[src/rtl/operand_stack.sv]
`default_nettype none
// ============================================================================
// Module      : operand_stack
// Description : Single-clock LIFO operand stack for the CPU control FSM.
//               Exposes TOS/NOS combinationally from registered state.
//               Keeps sticky overflow/underflow flags and supports an
//               atomic replace-TOS operation (push and pop together).
// Revision    : 1.0 - initial release
// ============================================================================
module operand_stack #(
    parameter int DATA_W = 8,
    parameter int DEPTH  = 16,
    parameter int PTR_W  = 4
) (
    input  logic              clk,
    input  logic              reset,
    input  logic              push,
    input  logic              pop,
    input  logic [DATA_W-1:0] data_in,
    input  logic              clear_err,
    output logic [DATA_W-1:0] data_top,
    output logic [DATA_W-1:0] data_next,
    output logic [PTR_W:0]    count,
    output logic              empty,
    output logic              full,
    output logic              overflow,
    output logic              underflow
);

    localparam logic [PTR_W:0]   c_depth   = (PTR_W + 1)'(DEPTH);
    localparam logic [PTR_W:0]   c_cnt_one = (PTR_W + 1)'(1);
    localparam logic [PTR_W-1:0] c_idx_one = PTR_W'(1);
    localparam logic [PTR_W-1:0] c_idx_two = PTR_W'(2);

    logic [DATA_W-1:0] r_mem [DEPTH];
    logic [PTR_W:0]    r_count;
    logic              r_overflow;
    logic              r_underflow;

    logic              w_empty;
    logic              w_full;
    logic [PTR_W-1:0]  w_tos_idx;
    logic [PTR_W-1:0]  w_nos_idx;
    logic              w_wr_en;
    logic [PTR_W-1:0]  w_wr_idx;
    logic [PTR_W:0]    w_count_nxt;
    logic              w_ovf_evt;
    logic              w_unf_evt;

    assign w_empty = (r_count == '0);
    assign w_full  = (r_count == c_depth);

    // Low pointer bits wrap naturally: at count==DEPTH they are 0, so
    // subtracting 1/2 still lands on DEPTH-1/DEPTH-2.
    assign w_tos_idx = r_count[PTR_W-1:0] - c_idx_one;
    assign w_nos_idx = r_count[PTR_W-1:0] - c_idx_two;

    // Decode the requested operation into a write, a new count and error events.
    always_comb begin
        w_wr_en     = 1'b0;
        w_wr_idx    = r_count[PTR_W-1:0];
        w_count_nxt = r_count;
        w_ovf_evt   = 1'b0;
        w_unf_evt   = 1'b0;
        case ({push, pop})
            2'b10: begin
                if (w_full) begin
                    w_ovf_evt = 1'b1;
                end else begin
                    w_wr_en     = 1'b1;
                    w_count_nxt = r_count + c_cnt_one;
                end
            end
            2'b01: begin
                if (w_empty) begin
                    w_unf_evt = 1'b1;
                end else begin
                    w_count_nxt = r_count - c_cnt_one;
                end
            end
            2'b11: begin
                // Replace TOS; on an empty stack the value is still pushed
                // but the missing operand is reported as an underflow.
                w_wr_en = 1'b1;
                if (w_empty) begin
                    w_wr_idx    = '0;
                    w_count_nxt = c_cnt_one;
                    w_unf_evt   = 1'b1;
                end else begin
                    w_wr_idx = w_tos_idx;
                end
            end
            default: begin
            end
        endcase
    end

    // Entry storage; contents need no reset because invalid slots are masked.
    always_ff @(posedge clk) begin
        if (!reset && w_wr_en) begin
            r_mem[w_wr_idx] <= data_in;
        end
    end

    // Stack pointer and sticky error flags; a new error beats clear_err.
    always_ff @(posedge clk) begin
        if (reset) begin
            r_count     <= '0;
            r_overflow  <= 1'b0;
            r_underflow <= 1'b0;
        end else begin
            r_count     <= w_count_nxt;
            r_overflow  <= w_ovf_evt | (r_overflow  & ~clear_err);
            r_underflow <= w_unf_evt | (r_underflow & ~clear_err);
        end
    end

    assign data_top  = (r_count >= c_cnt_one) ? r_mem[w_tos_idx] : '0;
    assign data_next = (r_count >  c_cnt_one) ? r_mem[w_nos_idx] : '0;
    assign count     = r_count;
    assign empty     = w_empty;
    assign full      = w_full;
    assign overflow  = r_overflow;
    assign underflow = r_underflow;

endmodule
`default_nettype wire

[config.mk]
export PLATFORM = sky130hd
export DESIGN_NAME = operand_stack
export DESIGN_NICKNAME = d
export VERILOG_FILES = /design/src/rtl/operand_stack.sv
export SDC_FILE = /design/constraint.sdc
export NUM_CORES = 1
export LEC_CHECK = 0
export CORE_MARGIN = 5
export CORE_UTILIZATION = 58
export DETAILED_ROUTE_END_ITERATION = 8
export PLACE_DENSITY = 0.78
export SYNTH_ARGS = -nofsm -noshare
export SYNTH_HDL_FRONTEND = slang
export SYNTH_SLANG_ARGS = --single-unit
[constraint.sdc]
create_clock -name clk -period 4.2 [get_ports clk]
set_clock_uncertainty 0.15 [all_clocks]
set_input_delay 1.05 -clock clk [delete_from_list [all_inputs] [get_ports clk]]
set_output_delay 1.05 -clock clk [all_outputs]
set_load 0.02 [all_outputs]
==> out/results.ini, run 1 <==
[outcome]
outcome = complete, no violations

[placement]
postPlaceCellArea_um2 = 7340
post-place-cells = 560
gp_congestion = 0.957
dp_hpwl_mm = 10.1
portBuffers = 37

[worst_setup_path]
cp_num_buf_inv = 4
path_cells = inv_1 -> buf_4 -> ha_2 -> xor2_2 -> buf_6 -> mux2i_1 -> o22ai_1 -> clkdlybuf4s50_1
crit_type = reg -> out
endpoint_kind = primary output
startpoint_type = flop
max_stage_delay_ns = 0.57
crit_path_top_delay_cell = clkdlybuf4s50_1
crit_family = buffers and inverters
reg2regPathDepth = 7
arrival_ns = 2.90
crit_cells = 8
worstPathMaxFanout = 16
crit_required_ns = 3.00

[synthesis]
synth_edf_count = 128
synth_top_area_frac = 0.573
netlist-cell-type-count = 46
synth_warnings = 0
ys_async_sr_fraction = 0
synthMuxAreaShare = 0.257
synth_area_um2 = 6710
synth-xor-area-share = 0.00634
synthAdderAreaFrac = 0.0131
synth_cells = 382
yosys.area.top_type = edfxtp_1
ys_top_cells_by_area = edfxtp_1 (57%), mux4_2 (22%), mux2i_1 (3.7%)
ys_seq_elements = 135
yosysMostFrequentCell = edfxtp_1
synthSimpleGateAreaFrac = 0.0532
synthFlopType = edfxtp_1
synth_compound_area_frac = 0.0474
synthesis.nets = 402
ys_seq_area_frac = 0.594
synthTopCellsByCount = edfxtp_1 (128), mux4_2 (65), mux2i_1 (25), nor3_1 (24), nor2_1 (16)
synth_top_family_by_area = multiplexers
avgSynthCellArea_um2 = 17.6

[routing]
viasPerCell = 6.94
first_pass_iters = 5
drtIter0Drc = 690
wl_mm = 16.1
dr_total_vias = 4115
drc = 0
avgRoutedWirePerCell_um = 27.2
final_antenna_net_count = 0

[pwr]
power_density_nw_per_um2 = 564
p_int_uw = 3180
switching_power_uw = 1350
pwr-share-clk = 0.330
combPwrFrac = 0.332
p_leak_uw = 0.00271
p_seq_frac = 0.338
p_total_uw = 4530
ir_worst_vdd_v = 0.000453
p_sw_frac = 0.297

[finish]
syn_to_final_growth_pct = 19.8
stdcell_area_um2 = 8030
drive_gt1_frac = 0.298
diodes = 0
layout.cells.non_filler = 593
finalNetCount = 457

[cts]
cts-htree-levels = 4
cts.sinks = 135
cts_tree = yes
post_cts_buffers = 0
cts_hold_buf = 0
clock_path_buffers = 2
path_clk_slew_ns = 0.06
numCtsBuffers = 17
cts_root_buffer = clkbuf_16
insertion_delay_ns = 0.41

[timing]
rsz0062_at_grt = false
timing.final.crit_share = 0.977
finalSetupViolCount = 0
final-max-slew-violation-count = 0
setup_tns_ns = 0
tightest_slew_ns = 0.628
hold_viol_final = 0
max_freq_ghz = 0.244
whs_ns = 0.365
min_period_ns = 4.10
max-slew-margin-rel = 0.580

[global_routing]
grt_pass1_wl_mm = 24.4
grt_max_degree = 75
grt_pass1_vias = 4171
track_usage = 0.237
antenna_found_initial = 0
grt_overflow = 0

[floorplanning]
dieArea_um2 = 13800
rows = 39
core-area_um2 = 11400
num_io_pins = 38
dieWidth_um = 118
start_util = 0.590
die_h_um = 118

[hold_path]
hold_path_depth = 2
min-delay-path-class = reg -> reg

[job]
max-cap-violations = 0

-- layout by cell type (no fill, tap or decap), types with 3 or more instances in the layout --
| master | netlist | final |
|---|---|---|
| edfxtp_1 | 128 | 128 |
| mux4_2 | 65 | 65 |
| clkdlybuf4s50_1 | 0 | 26 |
| mux2i_1 | 25 | 24 |
| nor3_1 | 24 | 24 |
| buf_4 | 6 | 22 |
| clkbuf_16 | 0 | 18 |
| nor2_1 | 16 | 16 |
| o22ai_1 | 10 | 10 |
| dlymetal6s2s_1 | 0 | 8 |
| inv_1 | 7 | 6 |
| dfxtp_1 | 7 | 6 |
| a211oi_1 | 5 | 5 |
| a2111oi_1 | 0 | 5 |
| ha_1 | 7 | 5 |
| nand2_1 | 4 | 4 |
| a21oi_1 | 5 | 4 |
| clkinv_1 | 0 | 4 |
| bufinv_16 | 0 | 4 |
| nand2b_1 | 3 | 3 |
| nor2b_1 | 3 | 3 |
| a22oi_1 | 3 | 3 |
| nor4_1 | 3 | 3 |
| a31oi_1 | 3 | 3 |
| clkbuf_1 | 9 | 3 |
| clkinv_2 | 0 | 3 |
| dlygate4sd2_1 | 0 | 3 |
| buf_6 | 3 | 3 |
-- path summary, 6_finish.rpt --
check | endpoint | slack, ns | from
worst max register to register | r_mem[2][0] | 1.49 | count[0]
worst min-delay path | underflow | 0.36 | underflow
worst max-delay path | data_top[7] | 0.1 | count[0]
worst min register to register | underflow | 0.36 | underflow
-- power groups by stage --
stage	Clock, µW	Combinational, µW	Sequential, µW
final	1490	1500	1530
after global routing	1580	1590	1530
after CTS	1510	1490	1530
after detailed placement	0	1450	1550
after global placement	0	1440	1550
after floorplan	0	963	1560
-- worst min-delay path: cells and delay by family, from the launching register on --
kind,cells,cell delay [ns]
AOI/OAI and AO/OA,1,0.08
and+or+nand+nor,1,0.08
DFF,1,0.32
-- cell families after synthesis --
kind of cell	count (synthesis)
DFF	135
adders and majority gates	7
AOI/OAI and AO/OA	44
xor gates and xnor gates	4
muxes	91
and+or+nand+nor	65
buffers and inverters	36
-- timing repair --
| item | in CTS | in global routing |
|---|---|---|
| endpoints found under the setup margin | 14 | 13 |
| gates resized for setup | 11 | 12 |
| gates cloned | 0 | 1 |
-- routing by layer --
| layer | up-vias | global-route usage | routed length [µm] |
|---|---|---|---|
| met5 | - | 0 | 0 |
| met4 | 0 | 0.110 | 553 |
| met3 | 40 | 0.0634 | 1790 |
| met2 | 302 | 0.368 | 7890 |
| met1 | 2045 | 0.315 | 5890 |
| li1 | 1728 | - | - |
-- state kept, by name, indices dropped and copies added (netlist names) --
| signal | cells |
|---|---|
| overflow | 1 |
| r_mem | 128 |
| underflow | 1 |
| count | 5 |
-- final cells by class --
cell class	count	area, µm²
sequential	135	3990
fill	707	3340
multi-input combinational	211	2590
timing repair buffer	65	658
clock buffer	20	437
tap	143	179
clock inverter	12	158
inverter	7	26.3
-- through the flow --
stage	worst slack, ns	util
after floorplan	0.0341	-
after global placement	0.345	0.646
after detailed placement	0.252	0.646
after CTS	0.0174	0.702
after global routing	0.0165	0.706
final	0.0974	0.706
Power figures use the tool's default switching activity.
==> run 2: changes to the inputs <==
==> constraint.sdc (replaced) <==
create_clock -name clk -period 4.7 [get_ports clk]
set_clock_uncertainty 0.15 [all_clocks]
set_input_delay 1.175 -clock clk [delete_from_list [all_inputs] [get_ports clk]]
set_output_delay 1.175 -clock clk [all_outputs]
set_load 0.02 [all_outputs]
==> run 2 against run 1 <==
Against the previous run: non-clock buffer count stayed put; combinational power is 13% lower; clock power is 10% lower; critical path type unchanged; via count is 0.27% lower; register-to-register slack better by 0.43 ns; design area is 1.0% lower; first-iteration DRC count is 36% lower; wire length is 2.6% lower; sequential share of layout area is 0.52 points higher; final cell count stayed put; clock-buffer cell count is 2 higher.
==> out/results.ini, run 2 (synthesis gave the netlist of run 1 again) <==
[timing]
timing.final.crit_share = 0.944
hold_viol_final = 0  ; unchanged
max_freq_ghz = 0.225
max-slew-margin-rel = 0.359  ; was 0.580
setup_tns_ns = 0  ; unchanged
finalSetupViolCount = 0  ; unchanged
final-max-slew-violation-count = 0  ; unchanged
tightest_slew_ns = 0.955  ; was 0.628 ns
rsz0062_at_grt = false  ; unchanged
min_period_ns = 4.44

[pwr]
power_density_nw_per_um2 = 504  ; was 564 nW/µm²
p_seq_frac = 0.341  ; was 0.338
p_sw_frac = 0.290  ; was 0.297
switching_power_uw = 1160  ; was 1350 µW
ir_worst_vdd_v = 0.000396  ; was 0.000453 V
p_leak_uw = 0.00258  ; was 0.00271 µW
pwr-share-clk = 0.335  ; was 0.330
combPwrFrac = 0.324  ; was 0.332
p_int_uw = 2840  ; was 3180 µW

[cts]
post_cts_buffers = 0  ; unchanged
cts-htree-levels = 4  ; unchanged
cts_tree = yes  ; unchanged
cts_hold_buf = 0  ; unchanged
path_clk_slew_ns = 0.06  ; about the same
cts.sinks = 135  ; unchanged
numCtsBuffers = 17  ; unchanged
cts_root_buffer = clkbuf_16  ; unchanged
clock_path_buffers = 2  ; unchanged
insertion_delay_ns = 0.41  ; about the same

[worst_setup_path]
startpoint_type = flop  ; unchanged
reg2regPathDepth = 7  ; unchanged
worstPathMaxFanout = 74  ; was 16
crit_type = reg -> out  ; unchanged
arrival_ns = 3.11  ; was 2.90 ns
crit_required_ns = 3.38  ; was 3.00 ns
reg2reg_slack_ns = 1.92  ; was 1.49 ns
endpoint_kind = primary output  ; unchanged

[finish]
syn_to_final_growth_pct = 18.5  ; was 19.8%
diodes = 0  ; unchanged
final_common_cell = edfxtp_1  ; unchanged
finalNetCount = 457  ; unchanged
layout_common_cells = edfxtp_1 (128), mux4_2 (65), clkdlybuf4s50_1 (37)  ; was edfxtp_1 (128), mux4_2 (65), clkdlybuf4s50_1 (26)
fill_cells = 729  ; was 707
multi_input_area_um2 = 2540  ; was 2590 µm²
drive_gt1_frac = 0.284  ; was 0.298
layout.cells.non_filler = 593  ; unchanged
largest_register = r_mem  ; unchanged
seqCellArea_um2 = 3990  ; unchanged
largest_register_ffs = 128  ; unchanged

[routing]
drtIter0Drc = 444  ; was 690
drc = 0  ; unchanged
avgRoutedWirePerCell_um = 26.5  ; was 27.2 µm
final_antenna_net_count = 0  ; unchanged
dr_total_vias = 4104  ; was 4,115
first_pass_iters = 5  ; unchanged
viasPerCell = 6.92  ; was 6.94
wl_mm = 15.7  ; was 16.1 mm

[job]
max-cap-violations = 0  ; unchanged

[floorplanning]
rows = 39  ; unchanged
die_h_um = 118  ; unchanged
dieWidth_um = 118  ; unchanged
core-area_um2 = 11400  ; unchanged
num_io_pins = 38  ; unchanged
start_util = 0.590  ; unchanged
dieArea_um2 = 13800  ; unchanged

[global_routing]
grt_pass1_wl_mm = 24.5  ; was 24.4 mm
track_usage = 0.236  ; was 0.237
grt_pass1_vias = 4174  ; was 4,171
grtUsageMet3 = 0.0586  ; was 0.0634
grt_overflow = 0  ; unchanged
busiest_layer = met2  ; unchanged
use_met2 = 0.390  ; was 0.368
antenna_found_initial = 0  ; unchanged
grt_max_degree = 75  ; unchanged
grt_use_met1 = 0.306  ; was 0.315

[placement]
dp_hpwl_mm = 10.3  ; was 10.1 mm
post-place-cells = 561  ; was 560
gp_congestion = 0.877  ; was 0.957
portBuffers = 37  ; unchanged

[outcome]
outcome = complete, no violations  ; unchanged

[hold_path]
min-delay-path-class = reg -> reg  ; unchanged
hold_path_depth = 2  ; unchanged

[run 2: cell count changes in the layout (fill, tap and decap cells not counted), sizes merged]
cell | before | now
buf | 27 | 28
clkbuf | 21 | 22
clkdlybuf4s50 | 26 | 37
clkinv | 7 | 6
clkinvlp | 1 | 0
dlygate4sd2 | 3 | 0
dlymetal6s2s | 8 | 0
[run 2: area by class of cell]
class	instances	share of cell area
repair buffers	65	0.0778
multi-input cells	211	0.320
clock inverters	10	0.0192
flip-flops and latches	135	0.502
inverters	7	0.00331
well taps	143	0.0225
clock buffers	22	0.0559
[run 2: per-layer routing]
metal  part of all wire  wire, µm
met5                  0         0
met4              0.016       248
met3              0.074      1170
met2               0.53      8270
met1               0.38      6020
[run 2: final timing paths]
check | from | to
worst max-delay path | count[0] | data_top[1]
worst min-delay path | overflow | overflow
worst max register to register | count[0] | r_mem[2][6]
worst min register to register | overflow | overflow
[run 2: repair_timing]
item	4_1_cts	5_1_grt
endpoints found under the hold margin	0	0
resized for setup	0	1
setup endpoints to repair	0	1
[run 2: worst max-delay path: stages, from the launching register on]
cell and delay, ns:
dfxtp_4 0.35, buf_12 0.37, a21bo_2 0.31, a211oi_1 0.07, a21oi_1 0.67, o22ai_1 0.27
clkdlybuf4s50_1 0.61
[run 2: power by group through the flow]
stage	Clock (µW)	Combinational (µW)	Sequential, µW
2_1_floorplan	0	851	1390
3_3_place_gp	0	1280	1390
3_5_place_dp	0	1290	1390
4_1_cts	1360	1300	1360
5_1_grt	1420	1380	1370
6_report	1340	1300	1370
[run 2: stage by stage]
step | setup WS [ns] | hold WS [ns] | total power, µW | util | area [µm²]
floorplan | 0.242 | 0.437 | 2240 | - | 6710
global placement | 0.700 | 0.325 | 2670 | 0.647 | 7350
detailed placement | 0.650 | 0.348 | 2680 | 0.647 | 7350
CTS | 0.167 | 0.363 | 4030 | 0.699 | 7950
global route | 0.0336 | 0.417 | 4160 | 0.699 | 7950
finish | 0.265 | 0.355 | 4010 | 0.699 | 7950
==> run 3: changes to the inputs <==
--- a/config.mk
+++ b/config.mk
@@ -8,7 +8,9 @@
 export CORE_MARGIN = 5
 export CORE_UTILIZATION = 58
 export DETAILED_ROUTE_END_ITERATION = 8
+export HOLD_SLACK_MARGIN = 0.08
 export PLACE_DENSITY = 0.78
+export RECOVER_POWER = 25
 export SYNTH_ARGS = -nofsm -noshare
 export SYNTH_HDL_FRONTEND = slang
 export SYNTH_SLANG_ARGS = --single-unit
==> run 3 against run 2 <==
Against the previous run: design area did not move; critical path type unchanged; largest cell class unchanged; die area unchanged; highest routed layer unchanged; wire length hardly changed; maximum frequency hardly changed.
==> out/results.ini, run 3 (synthesis gave the netlist of run 1 again) <==
[floorplanning]
die_h_um = 118  ; unchanged
rows = 39  ; unchanged
num_io_pins = 38  ; unchanged
start_util = 0.590  ; unchanged
dieArea_um2 = 13800  ; unchanged
dieWidth_um = 118  ; unchanged
core-area_um2 = 11400  ; unchanged

[routing]
wl_mm = 15.7  ; about the same
drtIter0Drc = 444  ; unchanged
viasPerCell = 6.92  ; about the same
first_pass_iters = 5  ; unchanged
drc = 0  ; unchanged
avgRoutedWirePerCell_um = 26.5  ; about the same
dr_total_vias = 4101  ; was 4,104
final_antenna_net_count = 0  ; unchanged

[global_routing]
antenna_found_initial = 0  ; unchanged
grt_max_degree = 75  ; unchanged
grt_pass1_wl_mm = 24.5  ; unchanged
track_usage = 0.236  ; unchanged
grt_overflow = 0  ; unchanged
grt_pass1_vias = 4174  ; unchanged

[hold_path]
hold_path_depth = 2  ; unchanged
min-delay-path-class = reg -> reg  ; unchanged
min_from = overflow  ; unchanged

[cts]
path_clk_slew_ns = 0.06  ; about the same
clock_path_buffers = 2  ; unchanged
insertion_delay_ns = 0.41  ; about the same
cts.sinks = 135  ; unchanged
cts_root_buffer = clkbuf_16  ; unchanged
cts-htree-levels = 4  ; unchanged
post_cts_buffers = 0  ; unchanged
numCtsBuffers = 17  ; unchanged
cts_tree = yes  ; unchanged

[worst_setup_path]
r2r-start = count[0]  ; unchanged
crit_required_ns = 3.38  ; about the same
crit_start = count[0]  ; unchanged
path_cells = buf_12 -> a21bo_2 -> a211oi_1 -> a21oi_1 -> o22ai_1 -> clkdlybuf4s50_1  ; unchanged
endpoint_kind = primary output  ; unchanged
crit_path_top_delay_cell = a21oi_1  ; unchanged
startpoint_type = flop  ; unchanged
worstPathMaxFanout = 74  ; unchanged
crit_family = compound AO/OA/AOI/OAI gates  ; unchanged
crit_cells = 6  ; unchanged
cp_num_buf_inv = 2  ; unchanged
crit_type = reg -> out  ; unchanged
max_stage_delay_ns = 0.67  ; about the same
arrival_ns = 3.11  ; about the same
reg2regPathDepth = 7  ; unchanged

[finish]
layout_common_cells = edfxtp_1 (128), mux4_2 (65), clkdlybuf4s50_1 (30)  ; was edfxtp_1 (128), mux4_2 (65), clkdlybuf4s50_1 (37)
syn_to_final_growth_pct = 18.5  ; unchanged
stdcell_area_um2 = 7950  ; unchanged
drive_gt1_frac = 0.284  ; unchanged
finalNetCount = 457  ; unchanged
seqCellArea_um2 = 3990  ; unchanged
largest_register = r_mem  ; unchanged
diodes = 0  ; unchanged
largest_register_ffs = 128  ; unchanged
fill_cells = 729  ; unchanged
multi_input_area_um2 = 2540  ; unchanged
final_common_cell = edfxtp_1  ; unchanged

[timing]
whs_ns = 0.355  ; about the same
tightest_slew_ns = 0.952  ; was 0.955 ns
max-slew-margin-rel = 0.361  ; was 0.359
finalWorstSetupSlack_ns = 0.268  ; was 0.265 ns
hold_viol_final = 0  ; unchanged
finalSetupViolCount = 0  ; unchanged
final-max-slew-violation-count = 0  ; unchanged
timing.final.crit_share = 0.943  ; was 0.944
setup_tns_ns = 0  ; unchanged
rsz0062_at_grt = false  ; unchanged
min_period_ns = 4.43  ; was 4.44 ns
max_freq_ghz = 0.226  ; was 0.225 GHz

[job]
max-cap-violations = 0  ; unchanged

[placement]
portBuffers = 37  ; unchanged
gp_congestion = 0.877  ; unchanged
dp_slack_ns = 0.650  ; unchanged
dp_hpwl_mm = 10.3  ; unchanged
postPlaceCellArea_um2 = 7350  ; unchanged

[outcome]
outcome = complete, no violations  ; unchanged

[pwr]
power_density_nw_per_um2 = 504  ; about the same
p_leak_uw = 0.00258  ; about the same
ir_worst_vdd_v = 0.000396  ; about the same

-- run 3: cell types whose count changed in the layout (fill, tap and decap cells not counted) --
| cell | delta |
|---|---|
| clkdlybuf4s50_1 | -7 |
| dlygate4sd3_1 | +7 |
-- run 3: report_power, final --
part	internal (µW)	total (µW)	switching, µW
logic	610	1300	687
clock network	882	1340	461
registers	1350	1370	16.4
total	2840	4010	1160
-- run 3: final cells by class --
type,count,area share
clock buffers,22,0.0559
clock inverters,10,0.0192
inverters,7,0.00331
multi-input cells,211,0.320
flip-flops and latches,135,0.502
well taps,143,0.0225
repair buffers,65,0.0778
-- run 3: worst paths after layout --
path                                     to  slack (ns)
worst min register to register     overflow        0.35
worst min-delay path               overflow        0.35
worst max register to register  r_mem[2][2]        1.90
worst max-delay path            data_top[1]        0.27
-- run 3: what timing repair did --
action | CTS | global route
hold buffers | 0 | 0
resized for setup | 0 | 1
endpoints found under the setup margin | 0 | 1
-- run 3: per-stage QoR --
stage               total power, µW  utilization  std cells
detailed placement             2680        0.647        561
global placement               2670        0.647        561
finish                         4010        0.699        593
CTS                            4030        0.699        593
global route                   4160        0.699        593
floorplan                      2240            -        382
-- run 3: per-layer routing --
layer,share of wire,global-route usage,up-vias
li1,-,-,1728
met1,0.38,0.306,2153
met2,0.53,0.390,199
met3,0.074,0.0586,21
met4,0.016,0.0860,0
met5,0,0,-
-- run 3: worst min-delay path, stage by stage, from the launching register on --
cell,delay [ns]
dfxtp_1,0.33
a32oi_1,0.06
nor2_1,0.08
